<file path="src/rtl/placement_run_sequencer_pkg.sv">
`default_nettype none
// +--------------------------------------------------------------------+
// | placement_run_sequencer_pkg                                        |
// | Shared state encoding and seed-advance function for the sequencer. |
// | Rev 1.0                                                            |
// +--------------------------------------------------------------------+
package placement_run_sequencer_pkg;

   localparam int c_SEED_WIDTH = 32;

   typedef enum logic [2:0] {
      S_IDLE   = 3'd0,
      S_RESET  = 3'd1,
      S_LOAD   = 3'd2,
      S_RUN    = 3'd3,
      S_REPORT = 3'd4,
      S_FINISH = 3'd5
   } state_t;

   // Standard 13/17/5 xorshift; never maps a non-zero seed to zero.
   function automatic logic [c_SEED_WIDTH-1:0] xorshift32(input logic [c_SEED_WIDTH-1:0] i_x);
      logic [c_SEED_WIDTH-1:0] w_x;
      w_x = i_x;
      w_x = w_x ^ (w_x << 13);
      w_x = w_x ^ (w_x >> 17);
      w_x = w_x ^ (w_x << 5);
      return w_x;
   endfunction

endpackage
`default_nettype wire

</file>
<file path="src/rtl/placement_run_sequencer_if.sv">
`default_nettype none
// +--------------------------------------------------------------------+
// | placement_run_sequencer_if                                         |
// | Config, engine and result channels of the run sequencer.           |
// | Rev 1.0                                                            |
// +--------------------------------------------------------------------+
interface placement_run_sequencer_if #(
   parameter int SEED_WIDTH = 32,
   parameter int EDGE_WIDTH = 8,
   parameter int COST_WIDTH = 16,
   parameter int RUNS_WIDTH = 8,
   parameter int CYC_WIDTH  = 24
) ();

   logic                  cfg_valid;
   logic                  cfg_ready;
   logic [SEED_WIDTH-1:0] cfg_seed;
   logic [EDGE_WIDTH-1:0] cfg_n_edge;
   logic [RUNS_WIDTH-1:0] cfg_n_runs;

   logic                  pl_rst;
   logic                  pl_loadseed;
   logic [SEED_WIDTH-1:0] pl_seed;
   logic                  pl_start;
   logic [EDGE_WIDTH-1:0] pl_n_edge;
   logic                  pl_done;
   logic [COST_WIDTH-1:0] pl_cost;

   logic                  res_valid;
   logic                  res_ready;
   logic [RUNS_WIDTH-1:0] res_run;
   logic [SEED_WIDTH-1:0] res_seed;
   logic [COST_WIDTH-1:0] res_cost;
   logic [CYC_WIDTH-1:0]  res_cycles;
   logic                  res_timeout;

   logic [COST_WIDTH-1:0] best_cost;
   logic [SEED_WIDTH-1:0] best_seed;
   logic                  busy;
   logic                  finished;

   modport master (
      input  cfg_valid, cfg_seed, cfg_n_edge, cfg_n_runs,
      input  pl_done, pl_cost,
      input  res_ready,
      output cfg_ready,
      output pl_rst, pl_loadseed, pl_seed, pl_start, pl_n_edge,
      output res_valid, res_run, res_seed, res_cost, res_cycles, res_timeout,
      output best_cost, best_seed, busy, finished
   );

   modport slave (
      output cfg_valid, cfg_seed, cfg_n_edge, cfg_n_runs,
      output pl_done, pl_cost,
      output res_ready,
      input  cfg_ready,
      input  pl_rst, pl_loadseed, pl_seed, pl_start, pl_n_edge,
      input  res_valid, res_run, res_seed, res_cost, res_cycles, res_timeout,
      input  best_cost, best_seed, busy, finished
   );

endinterface
`default_nettype wire

</file>
<file path="src/rtl/placement_run_sequencer_seed_gen.sv">
`default_nettype none
// +--------------------------------------------------------------------+
// | placement_run_sequencer_seed_gen                                   |
// | Per-run seed register: load with zero-fix, xorshift32 advance.     |
// | Rev 1.0                                                            |
// +--------------------------------------------------------------------+
module placement_run_sequencer_seed_gen
   import placement_run_sequencer_pkg::*;
(
   input  wire logic                    clk,
   input  wire logic                    rst,
   input  wire logic                    i_load,
   input  wire logic                    i_advance,
   input  wire logic [c_SEED_WIDTH-1:0] i_seed,
   output      logic [c_SEED_WIDTH-1:0] o_seed
);

   localparam logic [c_SEED_WIDTH-1:0] c_SEED_ONE = c_SEED_WIDTH'(1);

   logic [c_SEED_WIDTH-1:0] r_seed;

   // Zero is a fixed point of xorshift, so a zero seed is promoted to 1.
   always_ff @(posedge clk) begin
      if (rst) begin
         r_seed <= '0;
      end else if (i_load) begin
         r_seed <= (i_seed == '0) ? c_SEED_ONE : i_seed;
      end else if (i_advance) begin
         r_seed <= xorshift32(r_seed);
      end
   end

   assign o_seed = r_seed;

endmodule
`default_nettype wire

</file>
<file path="src/rtl/placement_run_sequencer.sv">
`default_nettype none
// +--------------------------------------------------------------------+
// | placement_run_sequencer                                            |
// | Runs the placement engine N times from advancing seeds, tracks best|
// | Rev 1.0                                                            |
// +--------------------------------------------------------------------+
module placement_run_sequencer
   import placement_run_sequencer_pkg::*;
#(
   parameter int SEED_WIDTH = 32,
   parameter int EDGE_WIDTH = 8,
   parameter int COST_WIDTH = 16,
   parameter int RUNS_WIDTH = 8,
   parameter int CYC_WIDTH  = 24,
   parameter int RST_CYCLES = 3,
   parameter int TIMEOUT    = 2**24-1
) (
   input wire logic                   clk,
   input wire logic                   rst,
   placement_run_sequencer_if.master  bus
);

   localparam int                   c_RCNT_W   = (RST_CYCLES > 1) ? $clog2(RST_CYCLES) : 1;
   localparam logic [c_RCNT_W-1:0]  c_RST_LAST = c_RCNT_W'(RST_CYCLES - 1);
   localparam logic [CYC_WIDTH-1:0] c_TIMEOUT  = CYC_WIDTH'(TIMEOUT);

   state_t                r_state;
   state_t                w_next;

   logic [c_RCNT_W-1:0]   r_rst_cnt;
   logic [CYC_WIDTH-1:0]  r_cyc;
   logic [RUNS_WIDTH-1:0] r_run;
   logic [RUNS_WIDTH-1:0] r_n_runs;
   logic [EDGE_WIDTH-1:0] r_n_edge;

   logic [RUNS_WIDTH-1:0] r_res_run;
   logic [SEED_WIDTH-1:0] r_res_seed;
   logic [COST_WIDTH-1:0] r_res_cost;
   logic [CYC_WIDTH-1:0]  r_res_cycles;
   logic                  r_res_timeout;

   logic [COST_WIDTH-1:0] r_best_cost;
   logic [SEED_WIDTH-1:0] r_best_seed;

   logic                  w_cfg_acc;
   logic                  w_run_end;
   logic                  w_res_acc;
   logic                  w_last_run;
   logic [SEED_WIDTH-1:0] w_seed;

   logic                  w_cfg_ready;
   logic                  w_pl_rst;
   logic                  w_pl_loadseed;
   logic                  w_pl_start;
   logic                  w_res_valid;
   logic                  w_finished;
   logic                  w_busy;

   assign w_cfg_acc  = (r_state == S_IDLE) && bus.cfg_valid;
   assign w_run_end  = (r_state == S_RUN) && (bus.pl_done || (r_cyc == c_TIMEOUT));
   assign w_res_acc  = (r_state == S_REPORT) && bus.res_ready;
   assign w_last_run = ((r_run + RUNS_WIDTH'(1)) == r_n_runs);

   placement_run_sequencer_seed_gen u_seed_gen (
      .clk       (clk),
      .rst       (rst),
      .i_load    (w_cfg_acc),
      .i_advance (w_res_acc && !w_last_run),
      .i_seed    (bus.cfg_seed),
      .o_seed    (w_seed)
   );

   always_ff @(posedge clk) begin
      if (rst) begin
         r_state <= S_IDLE;
      end else begin
         r_state <= w_next;
      end
   end

   always_comb begin
      w_next        = r_state;
      w_cfg_ready   = 1'b0;
      w_pl_rst      = 1'b0;
      w_pl_loadseed = 1'b0;
      w_pl_start    = 1'b0;
      w_res_valid   = 1'b0;
      w_finished    = 1'b0;
      w_busy        = 1'b1;
      case (r_state)
         S_IDLE: begin
            w_cfg_ready = 1'b1;
            w_pl_rst    = 1'b1;
            w_busy      = 1'b0;
            if (bus.cfg_valid) begin
               w_next = (bus.cfg_n_runs == '0) ? S_FINISH : S_RESET;
            end
         end
         S_RESET: begin
            w_pl_rst = 1'b1;
            if (r_rst_cnt == c_RST_LAST) begin
               w_next = S_LOAD;
            end
         end
         S_LOAD: begin
            w_pl_loadseed = 1'b1;
            w_next        = S_RUN;
         end
         S_RUN: begin
            w_pl_start = 1'b1;
            if (w_run_end) begin
               w_next = S_REPORT;
            end
         end
         S_REPORT: begin
            w_res_valid = 1'b1;
            if (bus.res_ready) begin
               w_next = w_last_run ? S_FINISH : S_RESET;
            end
         end
         S_FINISH: begin
            w_finished = 1'b1;
            w_next     = S_IDLE;
         end
         default: begin
            w_next = S_IDLE;
         end
      endcase
   end

   // Counters read as zero on the first cycle of their state.
   always_ff @(posedge clk) begin
      if (rst) begin
         r_rst_cnt <= '0;
         r_cyc     <= '0;
      end else begin
         r_rst_cnt <= (r_state == S_RESET) ? (r_rst_cnt + c_RCNT_W'(1)) : '0;
         r_cyc     <= (r_state == S_RUN) ? (r_cyc + CYC_WIDTH'(1)) : '0;
      end
   end

   always_ff @(posedge clk) begin
      if (rst) begin
         r_run         <= '0;
         r_n_runs      <= '0;
         r_n_edge      <= '0;
         r_res_run     <= '0;
         r_res_seed    <= '0;
         r_res_cost    <= '0;
         r_res_cycles  <= '0;
         r_res_timeout <= 1'b0;
         r_best_cost   <= '1;
         r_best_seed   <= '0;
      end else begin
         if (w_cfg_acc) begin
            r_n_edge    <= bus.cfg_n_edge;
            r_n_runs    <= bus.cfg_n_runs;
            r_run       <= '0;
            r_best_cost <= '1;
            r_best_seed <= '0;
         end
         if (w_run_end) begin
            r_res_run    <= r_run;
            r_res_seed   <= w_seed;
            r_res_cycles <= r_cyc;
            // A done arriving on the timeout cycle still wins.
            if (bus.pl_done) begin
               r_res_cost    <= bus.pl_cost;
               r_res_timeout <= 1'b0;
            end else begin
               r_res_cost    <= '1;
               r_res_timeout <= 1'b1;
            end
         end
         if (w_res_acc) begin
            r_run <= r_run + RUNS_WIDTH'(1);
            if (!r_res_timeout && (r_res_cost < r_best_cost)) begin
               r_best_cost <= r_res_cost;
               r_best_seed <= r_res_seed;
            end
         end
      end
   end

   assign bus.cfg_ready   = w_cfg_ready;
   assign bus.pl_rst      = w_pl_rst;
   assign bus.pl_loadseed = w_pl_loadseed;
   assign bus.pl_seed     = w_seed;
   assign bus.pl_start    = w_pl_start;
   assign bus.pl_n_edge   = r_n_edge;
   assign bus.res_valid   = w_res_valid;
   assign bus.res_run     = r_res_run;
   assign bus.res_seed    = r_res_seed;
   assign bus.res_cost    = r_res_cost;
   assign bus.res_cycles  = r_res_cycles;
   assign bus.res_timeout = r_res_timeout;
   assign bus.best_cost   = r_best_cost;
   assign bus.best_seed   = r_best_seed;
   assign bus.busy        = w_busy;
   assign bus.finished    = w_finished;

endmodule
`default_nettype wire
</file>
<file path="src/flat_wrapper.sv">
// flat-port wrapper written by rule: the top's interface ports become plain ports
module placement_run_sequencer_flat import placement_run_sequencer_pkg::*;
#(
   parameter int SEED_WIDTH = 32,
   parameter int EDGE_WIDTH = 8,
   parameter int COST_WIDTH = 16,
   parameter int RUNS_WIDTH = 8,
   parameter int CYC_WIDTH  = 24,
   parameter int RST_CYCLES = 3,
   parameter int TIMEOUT    = 2**24-1
)
  (clk, rst, bus_cfg_valid, bus_cfg_seed, bus_cfg_n_edge, bus_cfg_n_runs, bus_pl_done, bus_pl_cost, bus_res_ready, bus_cfg_ready, bus_pl_rst, bus_pl_loadseed, bus_pl_seed, bus_pl_start, bus_pl_n_edge, bus_res_valid, bus_res_run, bus_res_seed, bus_res_cost, bus_res_cycles, bus_res_timeout, bus_best_cost, bus_best_seed, bus_busy, bus_finished);
  placement_run_sequencer_if #(.SEED_WIDTH(SEED_WIDTH), .EDGE_WIDTH(EDGE_WIDTH), .COST_WIDTH(COST_WIDTH), .RUNS_WIDTH(RUNS_WIDTH), .CYC_WIDTH(CYC_WIDTH)) bus_i ();
  input wire logic clk;
  input wire logic rst;
  input wire logic [$bits(bus_i.cfg_valid)-1:0] bus_cfg_valid;
  input wire logic [$bits(bus_i.cfg_seed)-1:0] bus_cfg_seed;
  input wire logic [$bits(bus_i.cfg_n_edge)-1:0] bus_cfg_n_edge;
  input wire logic [$bits(bus_i.cfg_n_runs)-1:0] bus_cfg_n_runs;
  input wire logic [$bits(bus_i.pl_done)-1:0] bus_pl_done;
  input wire logic [$bits(bus_i.pl_cost)-1:0] bus_pl_cost;
  input wire logic [$bits(bus_i.res_ready)-1:0] bus_res_ready;
  output wire logic [$bits(bus_i.cfg_ready)-1:0] bus_cfg_ready;
  output wire logic [$bits(bus_i.pl_rst)-1:0] bus_pl_rst;
  output wire logic [$bits(bus_i.pl_loadseed)-1:0] bus_pl_loadseed;
  output wire logic [$bits(bus_i.pl_seed)-1:0] bus_pl_seed;
  output wire logic [$bits(bus_i.pl_start)-1:0] bus_pl_start;
  output wire logic [$bits(bus_i.pl_n_edge)-1:0] bus_pl_n_edge;
  output wire logic [$bits(bus_i.res_valid)-1:0] bus_res_valid;
  output wire logic [$bits(bus_i.res_run)-1:0] bus_res_run;
  output wire logic [$bits(bus_i.res_seed)-1:0] bus_res_seed;
  output wire logic [$bits(bus_i.res_cost)-1:0] bus_res_cost;
  output wire logic [$bits(bus_i.res_cycles)-1:0] bus_res_cycles;
  output wire logic [$bits(bus_i.res_timeout)-1:0] bus_res_timeout;
  output wire logic [$bits(bus_i.best_cost)-1:0] bus_best_cost;
  output wire logic [$bits(bus_i.best_seed)-1:0] bus_best_seed;
  output wire logic [$bits(bus_i.busy)-1:0] bus_busy;
  output wire logic [$bits(bus_i.finished)-1:0] bus_finished;
  assign bus_i.cfg_valid = bus_cfg_valid;
  assign bus_i.cfg_seed = bus_cfg_seed;
  assign bus_i.cfg_n_edge = bus_cfg_n_edge;
  assign bus_i.cfg_n_runs = bus_cfg_n_runs;
  assign bus_i.pl_done = bus_pl_done;
  assign bus_i.pl_cost = bus_pl_cost;
  assign bus_i.res_ready = bus_res_ready;
  assign bus_cfg_ready = bus_i.cfg_ready;
  assign bus_pl_rst = bus_i.pl_rst;
  assign bus_pl_loadseed = bus_i.pl_loadseed;
  assign bus_pl_seed = bus_i.pl_seed;
  assign bus_pl_start = bus_i.pl_start;
  assign bus_pl_n_edge = bus_i.pl_n_edge;
  assign bus_res_valid = bus_i.res_valid;
  assign bus_res_run = bus_i.res_run;
  assign bus_res_seed = bus_i.res_seed;
  assign bus_res_cost = bus_i.res_cost;
  assign bus_res_cycles = bus_i.res_cycles;
  assign bus_res_timeout = bus_i.res_timeout;
  assign bus_best_cost = bus_i.best_cost;
  assign bus_best_seed = bus_i.best_seed;
  assign bus_busy = bus_i.busy;
  assign bus_finished = bus_i.finished;
  placement_run_sequencer #(.SEED_WIDTH(SEED_WIDTH), .EDGE_WIDTH(EDGE_WIDTH), .COST_WIDTH(COST_WIDTH), .RUNS_WIDTH(RUNS_WIDTH), .CYC_WIDTH(CYC_WIDTH), .RST_CYCLES(RST_CYCLES), .TIMEOUT(TIMEOUT)) u_core (.clk(clk), .rst(rst), .bus(bus_i));
endmodule
</file>
<file path="config.mk">
export PLATFORM = sky130hd
export DESIGN_NAME = placement_run_sequencer_flat
export DESIGN_NICKNAME = d
export VERILOG_FILES = /design/src/rtl/placement_run_sequencer_pkg.sv /design/src/rtl/placement_run_sequencer_if.sv /design/src/rtl/placement_run_sequencer_seed_gen.sv /design/src/rtl/placement_run_sequencer.sv /design/src/flat_wrapper.sv
export SDC_FILE = /design/constraint.sdc
export NUM_CORES = 1
export LEC_CHECK = 0
export CORE_ASPECT_RATIO = 1.25
export CORE_MARGIN = 4
export CORE_UTILIZATION = 50
export CTS_BUF_LIST = sky130_fd_sc_hd__clkbuf_16
export DETAILED_ROUTE_END_ITERATION = 8
export PLACE_DENSITY_LB_ADDON = 0.2
export SLEW_MARGIN = 20
export SYNTH_ARGS = -nofsm -noshare
export SYNTH_HDL_FRONTEND = slang
export SYNTH_SLANG_ARGS = --single-unit
</file>
<file path="constraint.sdc">
create_clock -name clk -period 4.18 [get_ports clk]
set_input_delay 0.627 -clock clk [delete_from_list [all_inputs] [get_ports clk]]
set_output_delay 0.627 -clock clk [all_outputs]
set_load 0.05 [all_outputs]
</file>
==> impl_metrics.env <==
export IMPL_path_max_fanout=11
export IMPL_hp_start="u_core.bus.res_cycles[21]$_SDFFE_PP0P_"
export IMPL_rr_worst_depth=8
export IMPL_clkSinkCount=214
export IMPL_ys_warn_count=0
export IMPL_critPathKind="flip-flop to output port"
export IMPL_grt_max_degree=136
export IMPL_rows=57
export IMPL_yosysTopAreaCell="dfxtp_1"
export IMPL_finalCriticalPeriod_ns=3.137
export IMPL_cellPowerDensity_nw_per_um2=368.0
export IMPL_regArea_um2=4284
export IMPL_antenna_found_initial=0
export IMPL_synthTopCellsByArea="dfxtp_1, nand2_1, mux2i_1"
export IMPL_antennaDiodeCount=0
export IMPL_grt_pass1_wl_mm=45.58
export IMPL_num_vias=8944
export IMPL_critPathLaunch="u_core.r_state[0]$_SDFFE_PP0P_"
export IMPL_vias_per_cell=5.404
export IMPL_grt_pass1_vias=8613
export IMPL_leakage_nw=4.547
export IMPL_finalCritPeriodShare_pct=75.05
export IMPL_ir_worst_vdd_mv=0.3252
export IMPL_ctsHoldBuffers=0
export IMPL_grt_setup_unrepaired="false"
export IMPL_synth_edf_count=0
export IMPL_cap_viol_max_count=0
export IMPL_rr_endpoint="u_core.bus.res_run[3]$_SDFFE_PP0P_"
export IMPL_die_x_um=134.8
export IMPL_ant_nets=0
export IMPL_yosysUniqueCellTypes=49
export IMPL_fin_setup_tns_ns=0
export IMPL_hp_class="flip-flop to flip-flop"
export IMPL_multi_input_area_um2=5308
export IMPL_clk_pin_slew_ns=0.06
export IMPL_numCtsBuffers=22
export IMPL_yosys_area_top_type_share_pct=42.60
export IMPL_gr_total_overflow=0
export IMPL_synthFlopType="dfxtp_1"
export IMPL_final_util_pct=67.20
export IMPL_synth_nets=1281
export IMPL_ys_ff_latch=214
export IMPL_setup_viol=0
export IMPL_cts_htree_levels=1
export IMPL_wl_per_cell_um=17.08
export IMPL_clock_latency_ns=0.50
export IMPL_start_util_pct=51.27
export IMPL_coreArea_um2=19610
export IMPL_die_h_um=166.6
export IMPL_port_buffers=244
export IMPL_fin_skew_ns=0.01093
export IMPL_crit_path_start_kind="flip-flop"
export IMPL_syn_inst=1194
export IMPL_gp_congestion=0.8673
export IMPL_maxSlewHeadroom_pct=38.02
export IMPL_nets=1461
export IMPL_cts_root_buf="clkbuf_16"
export IMPL_final_max_slew_viol_count=0
export IMPL_yosysSeqAreaShare_pct=42.60
export IMPL_post_cts_setup_buffers=0
export IMPL_ctsResizeCount=0
export IMPL_synthArstFlopShare_pct=0
export IMPL_hpwl_mm=19.82
export IMPL_crit_end="bus_cfg_ready"
export IMPL_dpl_cell_count=1615
export IMPL_fmax_mhz=318.8
export IMPL_track_usage_pct=24.40
export IMPL_synth_area_um2=10060
export IMPL_worstPathRequired_ns=3.55
export IMPL_r2r_start="u_core.r_cyc[0]$_SDFF_PP0_"
export IMPL_cts_tree="built"
export IMPL_dpl_cell_area_um2=12530
export IMPL_arrival_ns=2.51
export IMPL_layout_drive_gt1_share_pct=5.468
export IMPL_cp_end_kind="output port"
export IMPL_drc=0
export IMPL_area_growth_pct=31.07
export IMPL_clockBufferDepth=3
export IMPL_dieArea_um2=22460
export IMPL_worst_slew_pin_slew_ns=0.9296
export IMPL_hold_violations=0
export IMPL_fillCellCount=1655
export IMPL_wl_mm=28.26
export IMPL_status="complete, no violations"
export IMPL_fin_area_um2=13180
export IMPL_final_cells=1655
export IMPL_io_pins=245
export IMPL_avgSynthCellArea_um2=8.422
export IMPL_drtIter0Drc=499
export IMPL_dr_pass1_iters=5
export IMPL_rrSetupSlack_ns=1.18
cell usage in the layout, fill, tap and decap left out, drive strengths merged, types with 2 or more instances in the layout:
master	count
a2111oi	2
a211oi	2
a21o	4
a21oi	93
a22oi	3
a311oi	32
a41o	2
and2	3
and3	4
and4	3
buf	8
clkbuf	23
clkdlybuf4s50	243
clkinv	11
dfxtp	214
ha	18
inv	30
mux2i	49
nand2	182
nand2b	36
nand3	13
nand3b	32
nand4	12
nor2	127
nor3	38
nor3b	3
nor4	15
o21a	2
o21ai	47
or3	39
xnor2	54
xor2	37
power breakdown:
group          switching [W]  internal (W)
sequential          0.000107       0.00209
combinational       0.000524      0.000344
clock               0.000793      0.000988
total                0.00142       0.00343
final cells by class:
class	count	share of cell area, %
Sequential cell	214	32.50
Inverter	24	0.6835
Clock inverter	17	0.5316
Multi-Input combinational cell	861	40.27
Tap cell	265	2.516
Timing Repair Buffer	251	19.13
Clock buffer	23	4.367
worst min-delay path by stage:
stage                                                         to  slack [ns]  cells after the start
after floorplan                   u_core.r_rst_cnt[0]$_SDFF_PP0_        0.40                      1
after global placement            u_core.r_rst_cnt[0]$_SDFF_PP0_        0.41                      1
after detailed placement          u_core.r_rst_cnt[0]$_SDFF_PP0_        0.44                      1
after CTS                         u_core.r_rst_cnt[0]$_SDFF_PP0_        0.45                      1
after global routing              u_core.r_rst_cnt[0]$_SDFF_PP0_        0.46                      1
final                     u_core.bus.res_cycles[21]$_SDFFE_PP0P_        0.45                      2
logic make-up after synthesis:
| logic type | after synthesis | synth area share, % |
|---|---|---|
| simple gates | 509 | 24.04 |
| compound gates | 194 | 13.43 |
| fa+ha+maj | 18 | 2.240 |
| mux | 49 | 4.877 |
| flops | 214 | 42.60 |
| xor+xnor | 91 | 7.926 |
| buf+inv | 119 | 4.890 |
cell usage after synthesis, types with 4 or more instances:
master    number
clkbuf_1      78
ha_1          18
xor2_1        37
a21o_1         4
o21ai_0       15
nand2b_1      36
and3_1         4
nor4_1        15
nand4_1       12
buf_2          9
nor2_1       127
a21oi_1       93
nand2_1      182
dfxtp_1      214
inv_1         24
xnor2_1       54
nor3_1        37
nand3b_1      32
or3_1         39
a311oi_2      29
mux2i_1       49
o21ai_1       32
nand3_1       12
layer usage:
layer  global-route usage [%]  vias to the layer above  share of wire, %
li1                         -                     4434                 -
met1                    33.19                     4187                44
met2                    39.28                      279                46
met3                    5.220                       44               7.5
met4                    6.643                        0               2.4
met5                        0                        -                 0
stage by stage:
stage	total power (W)	hold WS, ns	worst slack (ns)
final	0.004850	0.4531	1.043
after detailed placement	0.003104	0.4397	1.225
after floorplan	0.002821	0.4001	1.170
after CTS	0.004882	0.4482	1.009
after global placement	0.003094	0.4092	1.298
after global routing	0.005052	0.4572	0.8823
state kept, by name (all words and copies together) (netlist names):
name and cells:
u_core.bus.best_cost 16, u_core.bus.best_seed 32, u_core.bus.pl_n_edge 8, u_core.bus.res_cost 16, u_core.bus.res_cycles 24, u_core.bus.res_run 8
u_core.bus.res_seed 32, u_core.bus.res_timeout 1, u_core.r_cyc 24, u_core.r_n_runs 8, u_core.r_rst_cnt 2, u_core.r_run 8
u_core.r_state 3, u_core.u_seed_gen.o_seed 32
worst max-delay path, stage by stage, from the launching register on:
cell and delay, ns:
dfxtp_1 0.43, nor3_1 0.64, clkdlybuf4s50_1 0.94
No activity file was read; power rests on OpenSTA's default activity.
